`src/rtl/compare_arbiter_pkg.sv`:
```
// Shared types and constants for the round-robin comparator arbiter.
// Imported by the arbiter top and by the shared comparator.
package compare_arbiter_pkg;

    localparam int OPERAND_WIDTH = 8;

    typedef enum logic [1:0] {
        IDLE    = 2'd0,
        COMPARE = 2'd1,
        RESULT  = 2'd2
    } state_t;

endpackage

```
`src/rtl/compare_arbiter_comparator8bit.sv`:
```
// Shared unsigned 8-bit magnitude comparator.
// Exactly one of lt/gt/eq is high for any operand pair.
module Comparator8Bit
    import compare_arbiter_pkg::*;
(
    input  logic [OPERAND_WIDTH-1:0] a,
    input  logic [OPERAND_WIDTH-1:0] b,
    output logic                     lt,
    output logic                     gt,
    output logic                     eq
);

    assign lt = (a < b);
    assign gt = (a > b);
    assign eq = (a == b);

endmodule

```
`src/rtl/compare_arbiter.sv`:
```
// Round-robin arbiter sharing one Comparator8Bit between NUM_REQ requesters.
// Grant latches an operand pair; the result is registered and held until accepted.
module compare_arbiter
    import compare_arbiter_pkg::*;
#(
    parameter int NUM_REQ  = 4,
    parameter int ID_WIDTH = 2
) (
    input  logic                             clock,
    input  logic                             reset,
    input  logic [NUM_REQ-1:0]               req_valid,
    input  logic [NUM_REQ*OPERAND_WIDTH-1:0] req_a,
    input  logic [NUM_REQ*OPERAND_WIDTH-1:0] req_b,
    output logic [NUM_REQ-1:0]               req_ready,
    output logic                             res_valid,
    output logic [ID_WIDTH-1:0]              res_id,
    output logic                             res_lt,
    output logic                             res_gt,
    output logic                             res_eq,
    input  logic                             res_ready
);

    state_t                   state;
    state_t                   state_next;
    logic [ID_WIDTH-1:0]      rr_ptr;
    logic [OPERAND_WIDTH-1:0] op_a;
    logic [OPERAND_WIDTH-1:0] op_b;
    logic [ID_WIDTH-1:0]      op_id;
    logic                     grant_found;
    logic [ID_WIDTH-1:0]      grant_idx;
    logic [ID_WIDTH-1:0]      ptr_after_grant;
    logic                     cmp_lt;
    logic                     cmp_gt;
    logic                     cmp_eq;

    // Returns {found, index}: first valid requester at or after ptr, wrapping
    // modulo NUM_REQ. Scanning from the far end lets the nearest hit win last.
    function automatic logic [ID_WIDTH:0] rr_pick(
        input logic [NUM_REQ-1:0]  valid,
        input logic [ID_WIDTH-1:0] ptr
    );
        logic [ID_WIDTH:0]   pick;
        logic [ID_WIDTH-1:0] idx;
        int                  sum;
        pick = '0;
        for (int k = NUM_REQ - 1; k >= 0; k--) begin
            sum = int'(ptr) + k;
            idx = ID_WIDTH'(sum % NUM_REQ);
            if (valid[idx]) begin
                pick = {1'b1, idx};
            end
        end
        return pick;
    endfunction

    assign {grant_found, grant_idx} = rr_pick(req_valid, rr_ptr);
    assign ptr_after_grant = (grant_idx == ID_WIDTH'(NUM_REQ - 1)) ? '0 : grant_idx + 1'b1;

    Comparator8Bit u_comparator (
        .a  (op_a),
        .b  (op_b),
        .lt (cmp_lt),
        .gt (cmp_gt),
        .eq (cmp_eq)
    );

    // NOTE: every output of this block gets a default first, so no path leaves
    // a signal unassigned and no latch is inferred.
    always_comb begin
        state_next = state;
        req_ready  = '0;
        case (state)
            IDLE: begin
                if (grant_found && !reset) begin
                    req_ready  = NUM_REQ'(1) << grant_idx;
                    state_next = COMPARE;
                end
            end
            COMPARE: state_next = RESULT;
            RESULT: begin
                if (res_ready) begin
                    state_next = IDLE;
                end
            end
            default: state_next = IDLE;
        endcase
    end

    // NOTE: state registers use non-blocking assignments so every register
    // samples pre-edge values, independent of statement order.
    always_ff @(posedge clock or posedge reset) begin
        if (reset) begin
            state     <= IDLE;
            rr_ptr    <= '0;
            op_a      <= '0;
            op_b      <= '0;
            op_id     <= '0;
            res_valid <= 1'b0;
            res_id    <= '0;
            res_lt    <= 1'b0;
            res_gt    <= 1'b0;
            res_eq    <= 1'b0;
        end else begin
            state <= state_next;
            case (state)
                IDLE: begin
                    if (grant_found) begin
                        op_a   <= req_a[grant_idx*OPERAND_WIDTH +: OPERAND_WIDTH];
                        op_b   <= req_b[grant_idx*OPERAND_WIDTH +: OPERAND_WIDTH];
                        op_id  <= grant_idx;
                        rr_ptr <= ptr_after_grant;
                    end
                end
                COMPARE: begin
                    res_valid <= 1'b1;
                    res_id    <= op_id;
                    res_lt    <= cmp_lt;
                    res_gt    <= cmp_gt;
                    res_eq    <= cmp_eq;
                end
                RESULT: begin
                    // Flags and id are left as-is; they only matter while res_valid is high.
                    if (res_ready) begin
                        res_valid <= 1'b0;
                    end
                end
                default: ;
            endcase
        end
    end

endmodule
```
`config.mk`:
```
export PLATFORM = sky130hd
export DESIGN_NAME = compare_arbiter
export DESIGN_NICKNAME = d
export VERILOG_FILES = /design/src/rtl/compare_arbiter_pkg.sv /design/src/rtl/compare_arbiter_comparator8bit.sv /design/src/rtl/compare_arbiter.sv
export SDC_FILE = /design/constraint.sdc
export NUM_CORES = 1
export LEC_CHECK = 0
export ABC_AREA = 1
export CORE_MARGIN = 3
export CORE_UTILIZATION = 48
export CTS_CLUSTER_SIZE = 20
export DETAILED_ROUTE_END_ITERATION = 8
export PLACE_DENSITY = 0.9
export SETUP_SLACK_MARGIN = 0.5
export SYNTH_ARGS = -nofsm -noshare
export SYNTH_HDL_FRONTEND = slang
export SYNTH_SLANG_ARGS = --single-unit
export TNS_END_PERCENT = 100
```
`constraint.sdc`:
```
create_clock -name clock -period 5.2 [get_ports clock]
set_input_delay 1.04 -clock clock [delete_from_list [all_inputs] [get_ports clock]]
set_output_delay 1.04 -clock clock [all_outputs]
set_load 0.01 [all_outputs]
```
# Word level (Yosys, flattened, before mapping)
# Index checks and enable logic that the tools add are counted.
# word_totals
ff_bits,28
input_bits,71
output_inout_bits,10
wordCells,56
# classes
add_sub_neg,4
magnitude_cmp,6
eq_ne,6
shift,3
muxes,20
n_reduce_logical,7
# op_table
op,n
32-bit by 6-bit variable part select with 8-bit output,2
2-bit by 3-bit < comparator with 1-bit output (second input constant),4
3-bit two-way mux,4
1-bit binary-select mux with 2-bit select,4
8-bit equality test,1
8-bit greater-than comparator,1
8-bit < comparator,1
4-bit two-way mux,2
2-bit two-way mux,3
2-bit case mux with 3 select lines,1
2-bit AND reduction,3
1-bit two-way mux,5
2-bit by 1-bit adder with 2-bit output (second input constant),2
2-bit adder (second input constant),2
2-bit equality test (second input constant),2
2-bit != test (second input constant),2
1-bit by 2-bit left shift with 4-bit output (first input constant),1
2-bit by 1-bit equality test with 1-bit output (second input constant),1
2-bit logical NOT,1
1-bit case mux with 2 select lines,1
2-bit nonzero test,1
1-bit logical AND,1
1-bit logical NOT,1

# Longest topological paths before layout
# logic_depth
ltp_word,10
ltp_mapped,14
depth_no_buf,13

# Hierarchy
# Synthesis repeated with hierarchy kept, for this count alone.
# hier_totals
hier_cells,404
hier_area_um2,2414.8
# modules_own_cells
module,n_inst,cells_each,area_each_um2,seq_area_each_um2
compare_arbiter,1,366,2170.8,700.7
Comparator8Bit,1,38,244.0,0.0

# Worst setup path after synthesis
# OpenSTA, ideal clock, no wires.
# synth_timing
path_type,input to output
start,in req_valid[3]
end,out req_ready[3]
t_arrival_ns,2.250
required_ns,4.160
setup_slack_ns,1.910
cell_stages,12
n_path_buf,2
cell_sequence,inv_1 -> nand2_2 -> nand3_1 -> nand2_1 -> nor2_2 -> nand3_4 -> nand2_4 -> buf_6 -> buf_6 -> ha_1 -> inv_1 -> nor2_1
# synth_between
elab_chain_cells,9
elab_cells_between_ends,16
cone_classes,shift: 1; mux: 14; reduce/logical: 1
# synth_lines
item,line,source
from (decl),compare_arbiter.sv:11,"input logic [NUM_REQ-1:0] req_valid,"
1-bit binary-select mux with 2-bit select,compare_arbiter.sv:49,if (valid[idx]) begin
1-bit two-way mux (implied by the code),compare_arbiter.sv:49,
3-bit two-way mux (3 in series),compare_arbiter.sv:49,
3-bit two-way mux (*),compare_arbiter.sv:49,
1-bit by 2-bit left shift with 4-bit output / 1-bit logical AND (equally long branches),"compare_arbiter.sv:75, compare_arbiter.sv:74",
4-bit two-way mux (*),compare_arbiter.sv:74,if (grant_found && !reset) begin
4-bit two-way mux (*),compare_arbiter.sv:72,case (state)
to (decl),compare_arbiter.sv:14,"output logic [NUM_REQ-1:0] req_ready,"
# Mark *: on every way between the ends. The rest lies on a longest branch, timed or not. The select of a mux whose other input is x is not followed.

# Worst setup path in the final report
# layout_timing
start,in req_valid[3]
end,out req_ready[1]
# The elaborated chain is that of the path after synthesis.

==> impl_metrics.json <==
{
  "outcome": "finished, final reports clean",
  "place_congestion": 0.906,
  "slew_violations": 0,
  "reg2reg_to": "op_a[5]",
  "fin_skew_ns": 0.00219,
  "synth_top_area_share_pct": 33.4,
  "wl_met1_mm": 2.45,
  "holdCritPathClass": "reg -> reg",
  "p_leak_nw": 1.45,
  "htreeDepth": 1,
  "hpwl_mm": 4.37,
  "cp-start-kind": "input pin",
  "final_nets": 470,
  "power_w": 0.00189,
  "wl_met3_um": 380,
  "synthCells": 316,
  "grt_pass1_vias": 2290,
  "cap_violations": 0,
  "synth-edff-count": 0,
  "coreArea_um2": 4120,
  "tritoncts": "built",
  "fin_crit_ns": 4.51,
  "fmax_mhz": 222,
  "firstDrtPassIters": 4,
  "whs_ns": 0.492,
  "r2r-start": "rr_ptr[0]",
  "powerDensity_nw_per_um2": 644,
  "tns_ns": 0,
  "hold_violations": 0,
  "syn_area_per_cell_um2": 6.64,
  "die_area_um2": 5200,
  "diodes": 0,
  "cp.required_ns": 4.16,
  "setup_violations": 0,
  "synth_nets": 396,
  "worstPathArrival_ns": 3.47,
  "cts-root-buf": "clkbuf_8",
  "cts_hold_buf": 0,
  "vias_per_cell": 5.29,
  "cts_resized": 0,
  "antenna_left": 0,
  "ys_seq_area_share_pct": 33.4,
  "yosys.area.top_type": "dfrtp_1",
  "portBuffers": 80,
  "crit_fanout": 29,
  "drt_iter0_drc": 205,
  "rsz0062_at_grt": "false",
  "grt_max_degree": 30,
  "cp-end-kind": "primary output",
  "drt_wl_total_mm": 5.69,
  "start_util_pct": 51.0,
  "top_layer": "met4",
  "io_pins": 81,
  "drcViolationCount": 0,
  "post_drt_wl_per_cell_um": 13.0,
  "yosysWarnings": 0,
  "cts_buffers": 3,
  "cts_sinks": 28,
  "area_delta_synth_final_pct": 39.8,
  "synth-seq-cells": 28,
  "min_to": "op_b[7]",
  "r2r_cells": 11,
  "vias": 2317,
  "vdd_drop_max_uv": 313,
  "synth_ff_type": "dfrtp_1",
  "critPathKind": "in -> out",
  "clkLatencyLatePin_ns": 0.27,
  "ys_types": 27,
  "hold_depth": 2,
  "hp-start": "op_b[7]",
  "grt_antenna_before_repair": 0,
  "slew_headroom_pct": 29.6,
  "ff2ff_setup_slack_ns": 2.58,
  "tightest_slew_ns": 1.05,
  "die_x_um": 72.1,
  "mappedNetlistArea_um2": 2100,
  "grt_pass1_wl_mm": 9.73,
  "cts_buffer_depth": 2,
  "async_flop_share_pct": 100,
  "yosys-top-cells-area": "dfrtp_1, nand2_1, nand3_1, nor2_1, inv_1",
  "grtUsageTotal_pct": 22.9,
  "final_layout_size_suffix_gt1_share_pct": 6.44,
  "grt_overflow": 0,
  "dieHeight_um": 72.1,
  "finalInstanceArea_um2": 2930,
  "dpl_cell_area_um2": 2880,
  "core.rowCount": 23,
  "clkTransAtPathRegs_ns": 0.09,
  "postCtsSetupRepairBufs": 0,
  "finalCritPeriodShare_pct": 86.6,
  "wl_met2_mm": 2.76
}
where the power goes:
group          internal, W  total (W)  leakage [nW]  switching, W
registers         0.000338   0.000418         0.332     0.0000802
logic             0.000501    0.00136          1.10      0.000855
clock network    0.0000519   0.000116        0.0216     0.0000637
total             0.000891    0.00189          1.45      0.000999
routing by layer:
| layer | up-vias | track usage (%) |
|---|---|---|
| met5 | - | 0 |
| met4 | 0 | 6.47 |
| met3 | 13 | 3.32 |
| met2 | 109 | 38.5 |
| met1 | 1043 | 30.6 |
| li1 | 1152 | - |
cell families (layout without fill, tap and decap cells):
group / after synthesis / after routing / synth area share (%)
DFF: 28 / 28 / 33.4
and+or+nand+nor: 211 / 211 / 44.6
xor gates and xnor gates: 1 / 1 / 0.775
AOI/OAI and AO/OA: 19 / 19 / 5.37
buffers and inverters: 48 / 120 / 10.5
adders and majority gates: 9 / 9 / 5.37
worst max path at each step:
stage / start / endpoint / depth (start not counted)
3_3_place_gp: req_valid[1] / req_ready[3] / 11
4_1_cts: req_valid[3] / req_ready[1] / 10
6_report: req_valid[3] / req_ready[1] / 10
5_1_grt: req_valid[2] / req_ready[3] / 11
3_5_place_dp: req_valid[3] / req_ready[1] / 10
2_1_floorplan: req_valid[3] / req_ready[3] / 12
state kept, by name (all words and copies together), names as in the netlist:
register   count
rr_ptr         2
res_eq         1
res_id         2
op_a           8
op_b           8
op_id          2
res_gt         1
res_valid      1
res_lt         1
state          2
stage by stage:
step	worst slack (ns)	util [%]	instances
6_report	0.694	71.3	438
4_1_cts	0.642	71.1	438
3_5_place_dp	0.662	70.1	435
5_1_grt	0.530	71.3	438
3_3_place_gp	0.774	70.1	435
2_1_floorplan	1.91	-	316
cell usage after synthesis (all sizes together) (2+ instances only):
master	count
nand2	102
nand3	65
nor2	37
inv	36
dfrtp	28
buf	11
o21ai	10
ha	9
a21oi	5
or2	5
nor3	2
area by class of cell:
class,count,area [um2]
Clock buffer,3,41.3
Multi-Input combinational cell,240,1190
Fill cell,341,1180
Inverter,36,135
Sequential cell,28,701
Timing Repair Buffer,81,808
Tap cell,50,62.6
worst max-delay path, cell delays in order:
cell             delay [ns]
clkdlybuf4s50_1        0.45
inv_1                  0.06
o21ai_2                0.18
nor2_1                 0.11
nor2_2                 0.17
nand3_4                0.28
nand2_8                0.29
inv_2                  0.16
nor2_1                 0.16
clkdlybuf4s50_1        0.55
placed cells by master, fill, tap and decap left out, drive strengths merged:
cell type	count
a21oi	5
a22o	1
a31oi	1
buf	1
clkbuf	3
clkdlybuf4s50	80
dfrtp	28
ha	9
inv	36
nand2	102
nand3	65
nor2	37
nor3	2
o211ai	1
o21a	1
o21ai	10
or2	5
xnor2	1
No activity file was read; power rests on OpenSTA's default activity.
